## src/rtl/mux_n_pipe_pkg.sv

```systemverilog
// Shared constants and helpers for the N-way select pipeline.
package mux_pkg;
    localparam int MAX_NSRC = 16;

    function automatic int sel_width(input int n);
        return (n > 1) ? $clog2(n) : 1;
    endfunction
endpackage

```

## src/rtl/mux_n_pipe_if.sv

```systemverilog
// Bus bundle between the upstream producer, the select pipeline and the downstream consumer.
interface mux_n_pipe_if #(
    parameter int WIDTH = 32,
    parameter int NSRC  = 3
);
    import mux_pkg::*;
    localparam int SELW = sel_width(NSRC);

    // Handshake: a beat transfers on a rising clk edge where valid & ready are both 1.
    // A producer holding valid high keeps its payload stable until that edge; ready never
    // depends combinationally on valid on the same side.
    logic [NSRC*WIDTH-1:0] src;
    logic [SELW-1:0]       sel;
    logic                  in_valid;
    logic                  in_ready;
    logic [WIDTH-1:0]      rlt;
    logic [SELW-1:0]       sel_q;
    logic                  out_valid;
    logic                  out_ready;

    modport master (
        output src, sel, in_valid, out_ready,
        input  in_ready, rlt, sel_q, out_valid
    );

    modport slave (
        input  src, sel, in_valid, out_ready,
        output in_ready, rlt, sel_q, out_valid
    );
endinterface

```

## src/rtl/mux_n_pipe_mux_n.sv

```systemverilog
// Combinational N-way select; any index past the last source falls back to the last source.
module mux_n
    import mux_pkg::*;
#(
    parameter int WIDTH = 32,
    parameter int NSRC  = 3
) (
    input  logic [NSRC*WIDTH-1:0]       src,
    input  logic [sel_width(NSRC)-1:0]  sel,
    output logic [WIDTH-1:0]            dout
);
    always_comb begin
        dout = src[(NSRC-1)*WIDTH +: WIDTH];
        for (int k = 0; k < NSRC - 1; k++) begin
            if (int'(sel) == k) begin
                dout = src[k*WIDTH +: WIDTH];
            end
        end
    end
endmodule

```

## src/rtl/mux_n_pipe.sv

```systemverilog
// Registered N-way select with valid/ready flow control and a 2-entry (main + skid) buffer.
module mux_n_pipe
    import mux_pkg::*;
#(
    parameter int WIDTH = 32,
    parameter int NSRC  = 3
) (
    input  logic         clk,
    input  logic         rst_n,
    input  logic         flush,
    mux_n_pipe_if.slave  bus
);
    localparam int SELW = sel_width(NSRC);

    if (NSRC < 2 || NSRC > MAX_NSRC) begin : g_bad_nsrc
        $error("mux_n_pipe: NSRC out of range 2..16");
    end

    typedef struct packed {
        logic [WIDTH-1:0] data;
        logic [SELW-1:0]  sel;
    } entry_t;

    logic [WIDTH-1:0] sel_data;
    entry_t           new_entry;
    entry_t           main_q, main_d;
    entry_t           skid_q, skid_d;
    logic             main_valid_q, main_valid_d;
    logic             skid_valid_q, skid_valid_d;
    logic             in_ready_q, in_ready_d;
    logic             accept, emit;

    mux_n #(
        .WIDTH (WIDTH),
        .NSRC  (NSRC)
    ) u_mux (
        .src  (bus.src),
        .sel  (bus.sel),
        .dout (sel_data)
    );

    assign new_entry = '{data: sel_data, sel: bus.sel};
    assign accept    = bus.in_valid & in_ready_q;
    assign emit      = main_valid_q & bus.out_ready;

    always_comb begin
        main_d       = main_q;
        skid_d       = skid_q;
        main_valid_d = main_valid_q;
        skid_valid_d = skid_valid_q;
        if (flush) begin
            main_valid_d = 1'b0;
            skid_valid_d = 1'b0;
        end else if (emit) begin
            // accept cannot coincide with a skid drain: in_ready is low while skid is full
            if (skid_valid_q) begin
                main_d       = skid_q;
                skid_valid_d = 1'b0;
            end else if (accept) begin
                main_d       = new_entry;
            end else begin
                main_valid_d = 1'b0;
            end
        end else if (accept) begin
            if (!main_valid_q) begin
                main_d       = new_entry;
                main_valid_d = 1'b1;
            end else begin
                skid_d       = new_entry;
                skid_valid_d = 1'b1;
            end
        end
        in_ready_d = ~skid_valid_d;
    end

    always_ff @(posedge clk or negedge rst_n) begin
        if (!rst_n) begin
            main_q       <= '0;
            skid_q       <= '0;
            main_valid_q <= 1'b0;
            skid_valid_q <= 1'b0;
            in_ready_q   <= 1'b1;
        end else begin
            main_q       <= main_d;
            skid_q       <= skid_d;
            main_valid_q <= main_valid_d;
            skid_valid_q <= skid_valid_d;
            in_ready_q   <= in_ready_d;
        end
    end

    assign bus.in_ready  = in_ready_q;
    assign bus.out_valid = main_valid_q;
    assign bus.rlt       = main_q.data;
    assign bus.sel_q     = main_q.sel;
endmodule
```

## src/flat_wrapper.sv

```systemverilog
// flat-port wrapper written by rule: the top's interface ports become plain ports
module mux_n_pipe_flat import mux_pkg::*;
#(
    parameter int WIDTH = 32,
    parameter int NSRC  = 3
)
  (clk, rst_n, flush, bus_src, bus_sel, bus_in_valid, bus_out_ready, bus_in_ready, bus_rlt, bus_sel_q, bus_out_valid);
  mux_n_pipe_if #(.WIDTH(WIDTH), .NSRC(NSRC)) bus_i ();
  input  logic clk;
  input  logic rst_n;
  input  logic flush;
  input wire logic [$bits(bus_i.src)-1:0] bus_src;
  input wire logic [$bits(bus_i.sel)-1:0] bus_sel;
  input wire logic [$bits(bus_i.in_valid)-1:0] bus_in_valid;
  input wire logic [$bits(bus_i.out_ready)-1:0] bus_out_ready;
  output wire logic [$bits(bus_i.in_ready)-1:0] bus_in_ready;
  output wire logic [$bits(bus_i.rlt)-1:0] bus_rlt;
  output wire logic [$bits(bus_i.sel_q)-1:0] bus_sel_q;
  output wire logic [$bits(bus_i.out_valid)-1:0] bus_out_valid;
  assign bus_i.src = bus_src;
  assign bus_i.sel = bus_sel;
  assign bus_i.in_valid = bus_in_valid;
  assign bus_i.out_ready = bus_out_ready;
  assign bus_in_ready = bus_i.in_ready;
  assign bus_rlt = bus_i.rlt;
  assign bus_sel_q = bus_i.sel_q;
  assign bus_out_valid = bus_i.out_valid;
  mux_n_pipe #(.WIDTH(WIDTH), .NSRC(NSRC)) u_core (.clk(clk), .rst_n(rst_n), .flush(flush), .bus(bus_i));
endmodule
```

## config.mk

```make
export PLATFORM = sky130hd
export DESIGN_NAME = mux_n_pipe_flat
export DESIGN_NICKNAME = d
export VERILOG_FILES = /design/src/rtl/mux_n_pipe_pkg.sv /design/src/rtl/mux_n_pipe_if.sv /design/src/rtl/mux_n_pipe_mux_n.sv /design/src/rtl/mux_n_pipe.sv /design/src/flat_wrapper.sv
export SDC_FILE = /design/constraint.sdc
export NUM_CORES = 1
export LEC_CHECK = 0
export CORE_MARGIN = 2
export CORE_UTILIZATION = 50
export CTS_BUF_LIST = sky130_fd_sc_hd__clkbuf_4
export DETAILED_ROUTE_END_ITERATION = 8
export GPL_TIMING_DRIVEN = 0
export PLACE_DENSITY = 0.84
export SETUP_SLACK_MARGIN = 0.5
export SLEW_MARGIN = 20
export SYNTH_ARGS = -nofsm -noshare
export SYNTH_HDL_FRONTEND = slang
export SYNTH_SLANG_ARGS = --single-unit
```

## constraint.sdc

```tcl
create_clock -name clk -period 3.07 [get_ports clk]
set_input_delay 0.4605 -clock clk [delete_from_list [all_inputs] [get_ports clk]]
set_output_delay 0.4605 -clock clk [all_outputs]
set_load 0.02 [all_outputs]
```

After elaboration in Yosys (flattened, before gate mapping)
Index checks and enable logic that the tools add are counted.

word-level totals
  output and inout port bits = 36
  flip-flop bits (word level) = 71
  input port bits = 103
  word-level logic and storage cells = 39

cells by class
  bitwise gates (word level) = 5
  eq/ne operators = 4
  mux-type cells = 16
  reductions and logical operators = 7

operators by type and width
  kind                                   number
  34-bit two-way mux                     5
  32-bit two-way mux                     2
  1-bit two-way mux                      9
  4-bit AND reduction                    2
  3-bit != test (second input constant)  2
  2-bit nonzero test                     2
  1-bit NOT                              3
  3-bit AND reduction                    1
  3-bit nonzero test                     1
  1-bit bitwise AND                      2
  2-bit == test (second input constant)  1
  2-bit zero test                        1
  2-bit != test (second input constant)  1

Depth between registers and ports, before layout
  word-level depth = 6
  depth in mapped cells = 6
  mapped depth without buffers = 3

Modules after synthesis
From an unflattened synthesis, not the netlist that was laid out.

unflattened totals
  cell total of the unflattened synthesis = 301
  area total of the unflattened synthesis = 3842.4 um^2

modules (own cells, without submodules)
  module      sequential area each (um^2)  cells an instance  area an instance (um^2)  times used
  mux_n_pipe  1778.0                       194                3128.0                   1
  mux_n       0.0                          107                714.4                    1

Least setup slack after synthesis
No wires, ideal clock.

  kind = flip-flop to flip-flop
  from = reg u_core.main_valid_q, in the netlist u_core.bus.out_valid
  to = reg u_core.skid_q[19] (netlist name)
  buffers on the path = 3
  clock period less this slack = 1.726 ns
  library setup time = 0.125 ns
  path slack = 1.344 ns
  data required time = 2.945 ns
  data arrival time = 1.601 ns
  stages on the path, launching flop included = 7
  cell sequence = dfrtp_1 nor2b_2 buf_6 nor3b_2 buf_6 buf_12 mux2_2

on the way
  longest elaborated chain between the ends = 3

RTL lines
  item                                    RTL line          text
  from (decl)                             mux_n_pipe.sv:28  logic main_valid_q, main_valid_d;
  from (signal assigned)                  mux_n_pipe.sv:86  main_valid_q <= main_valid_d;
  1-bit bitwise AND                       mux_n_pipe.sv:44  assign emit = main_valid_q & bus.out_ready;
  1-bit NOT (no source line)              -
  4-bit AND reduction (no source line) *  -
  to (signal assigned)                    mux_n_pipe.sv:85  skid_q <= skid_d;
  to (decl)                               mux_n_pipe.sv:27  entry_t skid_q, skid_d;

Mark *: on every way between the ends. The rest lies on a longest branch, timed or not.
A chain may end at the register's enable or synchronous reset.

Worst setup path after layout
  from = in bus_out_ready
  to = reg u_core.main_q, in the netlist u_core.bus.rlt[9]

on the way
  longest elaborated chain between the ends = 3
  elaborated cells on any way between the ends = 5
  classes of those cells = eq/ne (1); mux (1); bitwise (1); reduce/logical (2)

RTL lines
  item                                                                  RTL line            text
  from (decl)                                                           flat_wrapper.sv:15  input wire logic [$bits(bus_i.out_ready)-1:0] bus_out_ready;
  1-bit bitwise AND *                                                   mux_n_pipe.sv:44
  2-bit != test (no source line) or 2-bit nonzero test (tied branches)  -
  4-bit AND reduction (no source line)                                  -
  to (signal assigned)                                                  mux_n_pipe.sv:84    main_q <= main_d;
  to (decl)                                                             mux_n_pipe.sv:26    entry_t main_q, main_d;

Marks and branches as above.

==> results by group <==
CTS
  – Clock-pin slew on the worst setup and hold paths: around 0.11 ns
  – Clock Sinks: 71
  – Clock Path Buffers: 2
  – Post-CTS Setup Inserts: 0
  – CTS Buf Count: 9
  – Later-pin clock latency in the skew report: between 0.4 and 0.5 ns
  – CTS tree: yes
  – H-tree Lvls: 3
  – Post-CTS resize count: 0
  – Root buffer cell: clkbuf_4
  – # hold bufs at CTS: 1

Cells and area
  – Seq. cell area: between 1500 and 2000 um2
  – Multi-input gate area: approximately 2200 um2
  – Share of post-route cells with drive strength above 1: 20.5%
  – Filler cells: approximately 590
  – Fin nets: roughly 610
  – Non-Filler Instances: approximately 610
  – Area Growth Syn to Fin: 40.2%
  – Ant diodes: 0
  – Most common cell after layout, fill and taps aside: clkdlybuf4s50_1
  – Most frequent cells in the layout: 135 x clkdlybuf4s50_1, 70 x dfrtp_1, 51 x mux2_2

Floorplanning
  – Chip height: roughly 96 um
  – Core area: a little over 8000 um2
  – Num ports: 139
  – Initial core utilization: slightly above 50%
  – Die Width: roughly 96 um
  – Num rows: 33
  – Die ar.: approximately 9100 um2

Synth
  – YS warnings: 0
  – Mapped Cells: about 350
  – Yosys reg bits: between 70 and 80
  – Post-Syn Area per Cell: around 12 um2
  – Mapped cell area: 4190 um2
  – Post-synthesis sequential area ratio: a little over two fifths
  – Synth cell types: 28
  – Net Count, Synth: roughly 460

Worst setup path
  – Worst Setup End Kind: register
  – Crit start category: primary input
  – Crit path DAT: between 2 and 2.5 ns
  – Reg2reg setup slack: between 1 and 1.5 ns
  – Critical path class: primary input to register
  – Worst Path Required: about 3.4 ns
  – Crit path max fanout: 10

STA
  – Final setup violation count: 0
  – Slew margin rel.: 51.5%
  – Period utilization: 68.9%
  – Final hold vios: 0
  – Worst slew pin tran: 0.727 ns
  – Minimum clock period: 2.11 ns
  – FMAX: about 0.47 GHz
  – Worst Hold Slack: ~0.43 ns
  – Clock skew: approximately 0.013 ns
  – Unrepaired setup endpoints after global routing: no
  – Slew Limit Fails: 0

Global route
  – First-pass GRT wire length: between 15000 and 20000 um
  – Global route overflow: 0
  – Largest net degree at the start of global routing: 55
  – Vias in the first global route: ~4000
  – Initial antenna violation count: 0
  – Gr usage total: between 20% and 30%

Outcome
  – Status: completed

Drt
  – Wirelength per Cell: 20.1 um
  – WL final: around 12000 um
  – Final ANT Viol Nets: 0
  – Initial DRC Count: 158
  – DRC: 0
  – Drt pass-1 iters: 4
  – Total number of vias: between 3000 and 4000
  – DR vias/cell: just over 6

Pwr
  – Max VDD drop: about 0.34 mV
  – Leakage: between 2 and 2.5 nW
  – Pwr/cell area: about 500 nW/um2

Placed design
  – Post-DP HPWL: between 8000 and 9000 um
  – GPL Wtd Cong: between 0.8 and 0.9
  – Placed cells: about 600
  – I/O Buffers: roughly 140

Worst hold path
  – Hold Path Class: primary input to asynchronous set/reset pin

Job
  – MaxCap Viol Count: 0
cell usage after synthesis (all sizes together):
cell / n / share of area (%)
a2111oi: 32 / 6.7
a21oi: 1 / 0.12
a22oi: 1 / 0.18
a2bb2oi: 32 / 6.7
a31o: 1 / 0.21
a31oi: 1 / 0.15
and3: 1 / 0.15
buf: 18 / 3.9
clkbuf: 21 / 1.9
dfrtp: 70 / 42
dfstp: 1 / 0.63
inv: 2 / 0.18
mux2: 70 / 20
nand2: 2 / 0.18
nand2b: 29 / 4.3
nand3: 1 / 0.12
nor2b: 1 / 0.21
nor3: 1 / 0.39
nor3b: 1 / 0.30
o211ai: 32 / 5.7
o21a: 32 / 5.7
o21ai: 1 / 0.12
or2b: 3 / 0.54
flip-flops by register name, summed over array words and instances, names as in the netlist:
register / flops
u_core.bus.rlt: 32
u_core.bus.sel_q: 2
u_core.bus.in_ready: 1
u_core.bus.out_valid: 1
u_core.skid_valid_q: 1
u_core.skid_q: 34
power breakdown:
part / total, mW / internal (mW) / switching, mW
registers: 1.28 / 1.16 / 0.128
clock network: 0.689 / 0.356 / 0.333
logic: 0.954 / 0.560 / 0.394
layout make-up:
| class | count | share of cell area, % |
|---|---|---|
| Multi-Input combinational cell | 242 | 36.8 |
| Sequential cell | 71 | 30.2 |
| Tap cell | 105 | 2.23 |
| Clock buffer | 12 | 1.53 |
| Clock inverter | 4 | 1.19 |
| Inverter | 2 | 0.128 |
| Buffer | 39 | 4.11 |
| Timing Repair Buffer | 138 | 23.7 |
worst paths after layout:
path                                       from           endpoint  depth (start not counted)
max                               bus_out_ready  u_core.bus.rlt[9]                          6
min                                       rst_n  u_core.bus.rlt[3]                          2
max reg2reg                u_core.bus.out_valid  u_core.bus.rlt[9]                          4
min reg2reg                    u_core.skid_q[3]   u_core.skid_q[3]                          1
max in group asynchronous                 rst_n  u_core.skid_q[28]                          3
min in group clk               u_core.skid_q[3]   u_core.skid_q[3]                          1
critical path, cell delays in order:
cell and delay [ns]:
clkdlybuf4s50_1 0.51, and3_1 0.20, clkbuf_1 0.20, buf_2 0.25, a2111oi_0 0.62, a2bb2oi_1 0.15
logic make-up (layout without fill, tap and decap cells):
logic type,Yosys count,count (layout),share of synthesized area [%]
compound gates,133,133,25.6
mux,70,70,19.9
simple gates,39,39,6.21
flops,71,71,42.4
buf+inv,41,195,5.94
metal layers:
| metal | vias up | track usage (%) | wire length, um |
|---|---|---|---|
| met3 | 29 | 3.64 | 844 |
| met2 | 178 | 46.7 | 6010 |
| met1 | 1876 | 35.6 | 5110 |
| met5 | - | 0 | 0 |
| li1 | 1676 | - | - |
| met4 | 0 | 14.5 | 347 |
metrics by stage:
step           setup slack (ns)  power, mW  utilization (%)  cell area (um2)  setup TNS [ns]
2_1_floorplan              1.34       1.79                -             4190               0
4_1_cts                    1.01       2.93             71.9             5880               0
3_3_place_gp             -0.866       2.20             69.6             5690          -60.36
3_5_place_dp              0.570       2.24             69.9             5710               0
6_report                  0.955       2.93             71.9             5880               0
5_1_grt                   0.902       3.06             71.9             5880               0
(Power assumes the default switching activity.)
